## src/rtl/darth_pkg.sv

```systemverilog
`default_nettype none
// ============================================================================
// Package     : darth_pkg
// Description : Shared types and constants for the push-button debouncer.
// Revision    : 1.0 - initial release
// ============================================================================
package darth_pkg;

  // Samples a new level must stay stable before it is accepted
  localparam int DEFAULT_DEBOUNCE_CYCLES = 50000;

  // Per-channel debounce state; the accepted level is 1 in HIGH and FALL_PEND
  typedef enum logic [1:0] {
    LOW       = 2'd0,
    RISE_PEND = 2'd1,
    HIGH      = 2'd2,
    FALL_PEND = 2'd3
  } deb_state_t;

endpackage
`default_nettype wire

```

## src/rtl/debounce_channel.sv

```systemverilog
`default_nettype none
// ============================================================================
// Module      : debounce_channel
// Description : One-bit debouncer: two-flop synchronizer, 4-state FSM and a
//               saturating-free stability counter.
// Revision    : 1.0 - initial release
// ============================================================================
module debounce_channel
  import darth_pkg::*;
#(
  parameter int DEBOUNCE_CYCLES = DEFAULT_DEBOUNCE_CYCLES
) (
  input  logic clk,
  input  logic rst_n,
  input  logic raw,
  output logic level
);

  localparam int              CNT_W    = $clog2(DEBOUNCE_CYCLES + 1);
  // The D-th consecutive stable sample arrives while the counter holds D-1,
  // so the level flips on that sample and the counter never passes D-1.
  localparam logic [CNT_W-1:0] CNT_LAST = CNT_W'(DEBOUNCE_CYCLES - 1);
  localparam logic [CNT_W-1:0] CNT_ONE  = CNT_W'(1);
  localparam logic [CNT_W-1:0] CNT_ZERO = '0;

  logic             sync_meta;
  logic             sync_out;
  deb_state_t       state;
  deb_state_t       state_next;
  logic [CNT_W-1:0] cnt;
  logic [CNT_W-1:0] cnt_next;

  // Two-flop synchronizer for the asynchronous button input
  always_ff @(posedge clk or negedge rst_n) begin
    if (!rst_n) begin
      sync_meta <= 1'b0;
      sync_out  <= 1'b0;
    end else begin
      sync_meta <= raw;
      sync_out  <= sync_meta;
    end
  end

  // State and counter registers
  always_ff @(posedge clk or negedge rst_n) begin
    if (!rst_n) begin
      state <= LOW;
      cnt   <= CNT_ZERO;
    end else begin
      state <= state_next;
      cnt   <= cnt_next;
    end
  end

  // Next-state and counter logic; any sample disagreeing with a pending
  // change aborts it and returns to the stable state with the counter cleared
  always_comb begin
    state_next = state;
    cnt_next   = CNT_ZERO;
    unique case (state)
      LOW: begin
        if (sync_out) begin
          state_next = RISE_PEND;
          cnt_next   = CNT_ONE;
        end
      end
      RISE_PEND: begin
        if (!sync_out) begin
          state_next = LOW;
        end else if (cnt == CNT_LAST) begin
          state_next = HIGH;
        end else begin
          cnt_next = cnt + CNT_ONE;
        end
      end
      HIGH: begin
        if (!sync_out) begin
          state_next = FALL_PEND;
          cnt_next   = CNT_ONE;
        end
      end
      FALL_PEND: begin
        if (sync_out) begin
          state_next = HIGH;
        end else if (cnt == CNT_LAST) begin
          state_next = LOW;
        end else begin
          cnt_next = cnt + CNT_ONE;
        end
      end
      default: begin
        state_next = LOW;
      end
    endcase
  end

  assign level = (state == HIGH) || (state == FALL_PEND);

endmodule
`default_nettype wire

```

## src/rtl/button_debouncer.sv

```systemverilog
`default_nettype none
// ============================================================================
// Module      : button_debouncer
// Description : Debounces the four game push-buttons, makes left/right
//               mutually exclusive and turns fire into a one-cycle pulse.
// Revision    : 1.0 - initial release
// ============================================================================
module button_debouncer
  import darth_pkg::*;
#(
  parameter int DEBOUNCE_CYCLES = DEFAULT_DEBOUNCE_CYCLES
) (
  input  logic clk_ship,
  input  logic rst_n,
  input  logic btn_left,
  input  logic btn_right,
  input  logic btn_fire,
  input  logic btn_reset,
  output logic d_left,
  output logic d_right,
  output logic d_fire,
  output logic d_reset
);

  localparam int NUM_CH = 4;
  localparam int CH_LEFT  = 0;
  localparam int CH_RIGHT = 1;
  localparam int CH_FIRE  = 2;
  localparam int CH_RESET = 3;

  logic [NUM_CH-1:0] raw;
  logic [NUM_CH-1:0] level;
  logic              fire_lvl;
  logic              fire_lvl_d;

  assign raw = {btn_reset, btn_fire, btn_right, btn_left};

  genvar i;
  generate
    for (i = 0; i < NUM_CH; i++) begin : g_chan
      debounce_channel #(
        .DEBOUNCE_CYCLES(DEBOUNCE_CYCLES)
      ) u_chan (
        .clk  (clk_ship),
        .rst_n(rst_n),
        .raw  (raw[i]),
        .level(level[i])
      );
    end
  endgenerate

  // Registered outputs; the fire level is registered like the others and its
  // rising edge then produces the pulse one cycle later
  always_ff @(posedge clk_ship or negedge rst_n) begin
    if (!rst_n) begin
      d_left     <= 1'b0;
      d_right    <= 1'b0;
      d_reset    <= 1'b0;
      d_fire     <= 1'b0;
      fire_lvl   <= 1'b0;
      fire_lvl_d <= 1'b0;
    end else begin
      d_left     <= level[CH_LEFT]  & ~level[CH_RIGHT];
      d_right    <= level[CH_RIGHT] & ~level[CH_LEFT];
      d_reset    <= level[CH_RESET];
      fire_lvl   <= level[CH_FIRE];
      fire_lvl_d <= fire_lvl;
      d_fire     <= fire_lvl & ~fire_lvl_d;
    end
  end

endmodule
`default_nettype wire

```

## config.mk

```make
export PLATFORM = sky130hd
export DESIGN_NAME = button_debouncer
export DESIGN_NICKNAME = d
export VERILOG_FILES = /design/src/rtl/darth_pkg.sv /design/src/rtl/debounce_channel.sv /design/src/rtl/button_debouncer.sv
export SDC_FILE = /design/constraint.sdc
export NUM_CORES = 1
export LEC_CHECK = 0
export BUFFER_PORTS_ARGS = -buffer_cell sky130_fd_sc_hd__buf_2
export CELL_PAD_IN_SITES_DETAIL_PLACEMENT = 2
export CELL_PAD_IN_SITES_GLOBAL_PLACEMENT = 2
export CORE_MARGIN = 5
export CORE_UTILIZATION = 41
export DETAILED_ROUTE_END_ITERATION = 8
export PLACE_DENSITY = 0.84
export SLEW_MARGIN = 20
export SYNTH_ARGS = -nofsm -noshare
export SYNTH_HDL_FRONTEND = slang
export SYNTH_SLANG_ARGS = --single-unit
```

## constraint.sdc

```tcl
create_clock -name clk_ship -period 2.3 [get_ports clk_ship]
set_input_delay 0.23 -clock clk_ship [delete_from_list [all_inputs] [get_ports clk_ship]]
set_output_delay 0.23 -clock clk_ship [all_outputs]
set_load 0.05 [all_outputs]
```

==> summary.md, run 1 <==
| Metric | Value |
|---|---|
| Run status | complete, no violations |
| Net count reported at finish | 401 |
| Reg power frac | 58.7% |
| Static Leak | 1.72 nW |
| Layout cells sized above 1 | 9.60% |
| Cell chosen for the clock root | sky130_fd_sc_hd__clkbuf_8 |
| Number of DRC markers after the initial detailed-route iteration | 40 |
| Fin crit period | 1.99 ns |
| DR WL/cell | 17.1 microns |
| Port-buffer cells | 9 |
| Most common cell after layout, fill and taps aside | sky130_fd_sc_hd__dfrtp_1 |
| Number of placed I/O pins | 10 |
| Combinational family with the most area after synthesis | simple AND/OR/NAND/NOR gates |
| Crit path setup slack, layout | 0.309 ns |
| Worst clock skew | 0.0129 ns |
| DP Area | 4090 sq um |
| Dominant delay contributor by cell family on the critical path | simple AND/OR/NAND/NOR gates |
| Total routing usage reported by global routing | 17.4% |
| Worst-path clk slew | 0.09 ns |
| Adder and majority gate portion of the synthesized area | 1.29% |
| Number of nets with antenna violations after routing | 0 |
| Initial antenna violation count | 0 |
| Critical Setup Path Class | flip-flop to flip-flop |
| Share of the clock period used by the worst path after layout | 86.6% |
| Power per unit of standard cell area | 610 nW/um^2 |
| Commonest cells after routing, fill and taps aside | sky130_fd_sc_hd__dfrtp_1 (86), sky130_fd_sc_hd__nor2_1 (78), sky130_fd_sc_hd__xnor2_1 (44), sky130_fd_sc_hd__nand3_1 (19), sky130_fd_sc_hd__nand2_1 (19) |
| Per-cell via count in the routed design | 5.21 |
| Number of cells in the design after placement | 504 |
| Skew-Pair Late Insertion Delay | 0.35 ns |
| Count of antenna diodes in the layout | 0 |
| Final routed DRC violation total | 0 |
| Clk sink count | 86 |
| Worst Max-Slew Pin Slew | 0.607 ns |
| Sort of element at the end of the critical path | flip-flop |
| Post-CTS setup buffer count | 0 |
| Cell with the biggest individual delay on the critical path | sky130_fd_sc_hd__or4b_1 |
| Clock H-tree levels | 3 |
| Count of endpoints failing hold in the final timing report | 0 |
| Pre-CTS WS | 0.305 ns |
| Synthesized netlist net count | 377 |
| DP HPWL | 6.25 mm |
| Element type at the critical path start | flip-flop |
| Final non-filler cell area | 4320 sq um |
| Sw frac | 23.6% |
| Arrival time at the worst endpoint | 2.22 ns |
| Critical-path cell list | or4b_1 -> nor4_2 -> nand3b_2 -> nor2_1 |
| # Max-Cap Violations | 0 |
| Residual overflow from global routing | 0 |
| Initial core utilization | 41.9% |
| Maximum resistive drop on vdd | 0.000295 V |
| Cts bufs inserted | 9 |
| Simple-Gate Fraction of Synth Area | 24.3% |
| Worst min path class | flip-flop to flip-flop |
| Yosys reg bits | 86 |
| Total buffers and inverters traversed by the critical path | 0 |
| Initial DRT Pass Iterations | 4 |
| Post-synthesis area per instance | 10.5 sq um |
| Die area | 11500 sq um |
| Post-synthesis share of cell area spent on xor and xnor gates | 13.4% |
| Number of cells upsized or downsized after cts | 0 |
| Buffer depth of the longest clock path | 2 |
| Die Wd | 107 microns |
| Cell row count | 35 |
| Total wire length after detailed routing | 8.95 mm |
| Final GP Congestion | 0.755 |
| Synth warn | 0 |
| Final number of setup-violating endpoints | 0 |
| Total number of vias | 2733 |
| Vias in the first global route | 3195 |
| Unrepaired setup endpoints after global routing | no |
| Filler cell count | 956 |
| Core region area | 9240 sq um |
| Max Fclk | 502 MHz |
| Cell count after synthesis | 367 |
| Sequential fraction of the synthesis area | 55.6% |
| Number of standard cells in the layout, taps in and fillers out | 525 |
| Data required time of the critical path | 2.53 ns |
| Area added between synthesis and finish | 11.7% |
| Share of cell area taken by muxes after synthesis | 1.26% |
| Switching power summed over all nets | 0.623 mW |
| Max stage delay on crit path | 0.58 ns |
| Maximum number of pins on one net before global-route repair | 46 |
| Worst-path fanout max | 15 |
| Netlist cell types | 34 |
| Mapped Area | 3870 sq um |
| Fraction of power consumed by the clock network | 37.7% |
| Total count of max-transition violations in the final report | 0 |
| Internal power consumption | 2.01 mW |
| Vertical extent of the die | 107 microns |
| Compound-gate portion of the synthesized area | 1.42% |
| Wire length of the first global-routing pass | 16.2 mm |
| Clock tree from TritonCTS | done |
| Comb power frac | 3.6% |
| Worst slew margin relative to its limit | 59.5% |
| Final TNS setup | 0 ns |
==> sequential cells by signal, indices dropped and copies added, names as in the netlist, named ones only <==
name	flops
g_chan.u_chan.cnt	64
g_chan.u_chan.state	4
g_chan.u_chan.sync_meta	4
g_chan.u_chan.sync_out	4
d_fire	1
d_left	1
d_reset	1
d_right	1
fire_lvl	1
fire_lvl_d	1
==> worst paths after layout <==
kind                                             from                   endpoint  slack (ns)  cells past startpoint
setup / recovery             g_chan[0].u_chan.cnt[11]   g_chan[0].u_chan.cnt[14]        0.31                      4
hold / removal             g_chan[1].u_chan.sync_meta  g_chan[1].u_chan.sync_out        0.36                      0
setup reg to reg             g_chan[0].u_chan.cnt[11]   g_chan[0].u_chan.cnt[14]        0.31                      4
hold reg to reg            g_chan[1].u_chan.sync_meta  g_chan[1].u_chan.sync_out        0.36                      0
max in group asynchronous                       rst_n    g_chan[0].u_chan.cnt[9]        1.21                      3
min in group asynchronous                       rst_n                   fire_lvl        0.43                      2
==> stage by stage <==
| stage | hold slack, ns | power [mW] | util (%) |
|---|---|---|---|
| after floorplan | -0.0656 | 1.61 | - |
| after global placement | 0.273 | 1.66 | 44.2 |
| after detailed placement | 0.280 | 1.67 | 44.2 |
| after CTS | 0.00961 | 2.67 | 46.7 |
| after global routing | 0.379 | 2.76 | 46.8 |
| final | 0.360 | 2.64 | 46.8 |
==> power by group through the flow <==
stage	sequential (mW)	clock (mW)	combinational [mW]
2_1_floorplan	1.57	0	0.0402
3_3_place_gp	1.57	0	0.0845
3_5_place_dp	1.58	0	0.0917
4_1_cts	1.55	1.03	0.0975
5_1_grt	1.55	1.10	0.110
6_report	1.55	0.995	0.0941
==> cells by family after synthesis <==
family	after synthesis
DFF	86
AOI/OAI and AO/OA	9
xor gates and xnor gates	59
and+or+nand+nor	184
buffers and inverters	21
adders and majority gates	4
muxes	4
==> Yosys cell counts <==
| library cell | instances | area share (%) |
|---|---|---|
| sky130_fd_sc_hd__and2_1 | 1 | 0.16 |
| sky130_fd_sc_hd__dfrtp_1 | 86 | 56 |
| sky130_fd_sc_hd__clkbuf_1 | 5 | 0.49 |
| sky130_fd_sc_hd__nor3b_1 | 1 | 0.19 |
| sky130_fd_sc_hd__nand3b_2 | 1 | 0.29 |
| sky130_fd_sc_hd__a21oi_1 | 1 | 0.13 |
| sky130_fd_sc_hd__nor2b_1 | 3 | 0.49 |
| sky130_fd_sc_hd__and4_1 | 3 | 0.68 |
| sky130_fd_sc_hd__nor3_1 | 11 | 1.4 |
| sky130_fd_sc_hd__mux2_2 | 3 | 0.87 |
| sky130_fd_sc_hd__nand2_1 | 19 | 1.8 |
| sky130_fd_sc_hd__buf_6 | 2 | 0.58 |
| sky130_fd_sc_hd__nor4_1 | 13 | 2.1 |
| sky130_fd_sc_hd__xnor2_1 | 44 | 10 |
| sky130_fd_sc_hd__o21ai_0 | 4 | 0.52 |
| sky130_fd_sc_hd__a211oi_1 | 3 | 0.58 |
| sky130_fd_sc_hd__o31ai_1 | 1 | 0.19 |
| sky130_fd_sc_hd__and3_1 | 4 | 0.65 |
| sky130_fd_sc_hd__nor4bb_1 | 4 | 1.0 |
| sky130_fd_sc_hd__nor2_1 | 78 | 7.6 |
| sky130_fd_sc_hd__inv_1 | 13 | 1.3 |
| sky130_fd_sc_hd__and2_2 | 1 | 0.19 |
| sky130_fd_sc_hd__or3b_1 | 1 | 0.23 |
| sky130_fd_sc_hd__nor4_2 | 1 | 0.32 |
| sky130_fd_sc_hd__nand4b_1 | 4 | 0.91 |
| sky130_fd_sc_hd__nand4_1 | 13 | 2.1 |
| sky130_fd_sc_hd__mux2_4 | 1 | 0.39 |
| sky130_fd_sc_hd__nand3_1 | 19 | 2.5 |
| sky130_fd_sc_hd__nor4b_1 | 2 | 0.45 |
| sky130_fd_sc_hd__ha_1 | 4 | 1.3 |
| sky130_fd_sc_hd__xor2_1 | 15 | 3.4 |
| sky130_fd_sc_hd__or4_1 | 1 | 0.19 |
| sky130_fd_sc_hd__or4b_1 | 4 | 1.0 |
| sky130_fd_sc_hd__buf_8 | 1 | 0.39 |
==> cell type report <==
class / count / area [sq um] / share of cell area [%]
inverter: 13 / 48.8 / 1.13
timing repair buffer: 21 / 163 / 3.76
clock buffer: 12 / 155 / 3.59
multi-input combinational: 260 / 1610 / 37.3
tap: 129 / 161 / 3.73
sequential: 86 / 2150 / 49.8
clock inverter: 4 / 31.3 / 0.724
==> routing by layer <==
metal | global-route usage (%) | vias to the layer above | wire, microns
li1 | - | 1291 | -
met1 | 22.0 | 1412 | 4080
met2 | 30.6 | 23 | 4630
met3 | 3.49 | 7 | 167
met4 | 4.20 | 0 | 74
met5 | 0 | - | 0
==> timing repair <==
item,CTS,global route
hold buffers,4,1
endpoints found under the hold margin,47,1
endpoints found under the setup margin,0,0
Power figures use the tool's default switching activity.
==> run 2, diff against run 1 <==
Settings changed: CORE_MARGIN 5 to default.
==> run 2 against run 1 <==
  * Final area increased by 0.55%
  * Wire length down 1.4%
  * Largest power group unchanged
  * Power increased by 7.9%
  * Clock-buffer cell count decreased by 1
==> summary.md, run 2 (synthesized netlist as in run 1, its figures left out) <==
| Metric | Value |
|---|---|
| Critical Setup Path Class | flip-flop to flip-flop (unchanged) |
| Final GP Congestion | 0.730 (was 0.755) |
| Final number of setup-violating endpoints | 0 (unchanged) |
| # Max-Cap Violations | 0 (unchanged) |
| Initial DRT Pass Iterations | 5 (was 4) |
| Total count of max-transition violations in the final report | 0 (unchanged) |
| Max stage delay on crit path | 0.53 ns (was 0.58 ns) |
| Critical-path cell list | or4b_1 -> nor4_1 -> and2_2 -> mux2_2 (was or4b_1 -> nor4_2 -> nand3b_2 -> nor2_1) |
| Element type at the critical path start | flip-flop (unchanged) |
| Fin crit period | 1.99 ns (about the same) |
| Vias in the first global route | 3191 (was 3195) |
| Clock H-tree levels | 3 (unchanged) |
| Cell row count | 35 (unchanged) |
| Most common cell after layout, fill and taps aside | sky130_fd_sc_hd__dfrtp_1 (unchanged) |
| Sort of element at the end of the critical path | flip-flop (unchanged) |
| Per-cell via count in the routed design | 5.47 (was 5.21) |
| Buffer depth of the longest clock path | 2 (unchanged) |
| Worst Max-Slew Pin Slew | 0.542 ns (was 0.607 ns) |
| Number of standard cells in the layout, taps in and fillers out | 507 (was 525) |
| Arrival time at the worst endpoint | 2.24 ns (was 2.22 ns) |
| Cell depth of the worst hold path | 0 (unchanged) |
| Number of nets with antenna violations after routing | 0 (unchanged) |
| Number of placed I/O pins | 10 (unchanged) |
| Area added between synthesis and finish | 12.4% (was 11.7%) |
| Die area | 9830 sq um (was 11500 sq um) |
| Number of DRC markers after the initial detailed-route iteration | 67 (was 40) |
| Total buffers and inverters traversed by the critical path | 0 (unchanged) |
| Number of cells in the design after placement | 486 (was 504) |
| Run status | complete, no violations (unchanged) |
| Maximum resistive drop on vdd | 0.000346 V (was 0.000295 V) |
| Count of endpoints failing hold in the final timing report | 0 (unchanged) |
| Worst slew margin relative to its limit | 63.9% (was 59.5%) |
| Initial core utilization | 42.1% (was 41.9%) |
| Data required time of the critical path | 2.55 ns (was 2.53 ns) |
| Static Leak | 1.75 nW (was 1.72 nW) |
| Register with the most flip-flops | g_chan.u_chan.cnt (unchanged) |
| Commonest cells after routing, fill and taps aside | sky130_fd_sc_hd__dfrtp_1 (86), sky130_fd_sc_hd__nor2_1 (78), sky130_fd_sc_hd__xnor2_1 (44), sky130_fd_sc_hd__nand3_1 (19), sky130_fd_sc_hd__nand2_1 (19) (unchanged) |
| Power per unit of standard cell area | 654 nW/um^2 (was 610 nW/um^2) |
| Cell with the biggest individual delay on the critical path | sky130_fd_sc_hd__or4b_1 (unchanged) |
| Flip-flop count of the largest register, all copies and words added | 64 (unchanged) |
| Initial antenna violation count | 0 (unchanged) |
| Number of cells on the critical path | 4 (unchanged) |
| Dominant delay contributor by cell family on the critical path | simple AND/OR/NAND/NOR gates (unchanged) |
| DR WL/cell | 17.4 microns (was 17.1 microns) |
| Fraction of power consumed by the clock network | 42.4% (was 37.7%) |
| Final TNS setup | 0 ns (unchanged) |
| Cell chosen for the clock root | sky130_fd_sc_hd__clkbuf_8 (unchanged) |
| Worst-path clk slew | 0.08 ns (was 0.09 ns) |
| Unrepaired setup endpoints after global routing | no (unchanged) |
| Core region area | 9200 sq um (was 9240 sq um) |
| Crit path setup slack, layout | 0.314 ns (was 0.309 ns) |
| Count of antenna diodes in the layout | 0 (unchanged) |
| Worst clock skew | 0.0100 ns (was 0.0129 ns) |
| Filler cell count | 936 (was 956) |
| Wire length of the first global-routing pass | 15.3 mm (was 16.2 mm) |
| Maximum number of pins on one net before global-route repair | 49 (was 46) |
| Total wire length after detailed routing | 8.83 mm (was 8.95 mm) |
| Cts bufs inserted | 9 (unchanged) |
| Comb power frac | 3.3% (was 3.6%) |
| Net count reported at finish | 401 (unchanged) |
| Worst-path fanout max | 5 (was 15) |
| Share of the clock period used by the worst path after layout | 86.3% (was 86.6%) |
| Port-buffer cells | 9 (unchanged) |
| Final routed DRC violation total | 0 (unchanged) |
| Reg power frac | 54.4% (was 58.7%) |
| Total number of vias | 2773 (was 2733) |
| Sw frac | 21.6% (was 23.6%) |
| Vertical extent of the die | 99.1 microns (was 107 microns) |
| Clk sink count | 86 (unchanged) |
| Worst min path class | flip-flop to flip-flop (unchanged) |
| Internal power consumption | 2.23 mW (was 2.01 mW) |
| Die Wd | 99.1 microns (was 107 microns) |
| Count of cells along the worst register-to-register path | 4 (unchanged) |
| Skew-Pair Late Insertion Delay | 0.36 ns (was 0.35 ns) |
| DP HPWL | 6.06 mm (was 6.25 mm) |
| Clock tree from TritonCTS | done (unchanged) |
| Residual overflow from global routing | 0 (unchanged) |
| Post-CTS setup buffer count | 0 (unchanged) |
| Total routing usage reported by global routing | 20.2% (was 17.4%) |
| Max Fclk | 504 MHz (was 502 MHz) |
| Switching power summed over all nets | 0.615 mW (was 0.623 mW) |
| Layout cells sized above 1 | 9.85% (was 9.60%) |
| Total power after layout | 2.84 mW (was 2.64 mW) |
| Pre-CTS WS | 0.307 ns (was 0.305 ns) |
[run 2: final timing paths]
| path | start | slack, ns | endpoint |
|---|---|---|---|
| min in group asynchronous | rst_n | 0.39 | g_chan[3].u_chan.cnt[9] |
| setup reg to reg | g_chan[3].u_chan.cnt[12] | 0.31 | flip-flop |
| max in group asynchronous | rst_n | 1.24 | g_chan[2].u_chan.cnt[10] |
| hold reg to reg | g_chan[1].u_chan.sync_meta | 0.35 | g_chan[1].u_chan.sync_out |
| setup / recovery | g_chan[3].u_chan.cnt[12] | 0.31 | flip-flop |
| hold / removal | g_chan[1].u_chan.sync_meta | 0.35 | g_chan[1].u_chan.sync_out |
[run 2: metal layers]
| metal | vias to the layer above | GRT usage, % | wire length (microns) |
|---|---|---|---|
| met5 | - | 0 | 0 |
| met4 | 0 | 6.45 | 131 |
| met3 | 13 | 4.78 | 186 |
| met2 | 23 | 38.2 | 4860 |
| met1 | 1442 | 22.4 | 3650 |
| li1 | 1295 | - | - |
[run 2: final cells by class]
class | count | area [sq um] | share of cell area, %
clock buffer | 11 | 151 | 3.48
clock inverter | 5 | 81.3 | 1.87
inverter | 13 | 48.8 | 1.12
multi-input combinational | 260 | 1610 | 37.1
sequential | 86 | 2150 | 49.5
tap | 111 | 139 | 3.20
timing repair buffer | 21 | 163 | 3.74
[run 2: timing repair]
| item | in CTS | in global routing |
|---|---|---|
| hold buffers | 5 | 0 |
| resized for setup | 0 | 0 |
| hold endpoints to repair | 42 | 0 |
[run 2: power by group through the flow]
stage / Clock, mW / Combinational, mW / Sequential, mW
final: 1.20 / 0.0927 / 1.55
after global placement: 0 / 0.0835 / 1.58
after global routing: 1.31 / 0.106 / 1.55
after CTS: 1.25 / 0.0967 / 1.55
after detailed placement: 0 / 0.0888 / 1.58
after floorplan: 0 / 0.0402 / 1.57
[run 2: metrics by stage]
stage	hold slack [ns]	instance area, sq um	util, %
2_1_floorplan	-0.0656	3870	-
3_3_place_gp	0.241	4060	44.2
3_5_place_dp	0.251	4060	44.2
4_1_cts	0.356	4350	47.3
5_1_grt	0.364	4350	47.3
6_report	0.351	4350	47.3
[run 2: worst reg2reg max path: stages (launching register included)]
cell and delay (ns):
sky130_fd_sc_hd__dfrtp_1 0.44, sky130_fd_sc_hd__or4b_1 0.53, sky130_fd_sc_hd__nor4_1 0.34, sky130_fd_sc_hd__and2_2 0.24, sky130_fd_sc_hd__mux2_2 0.34
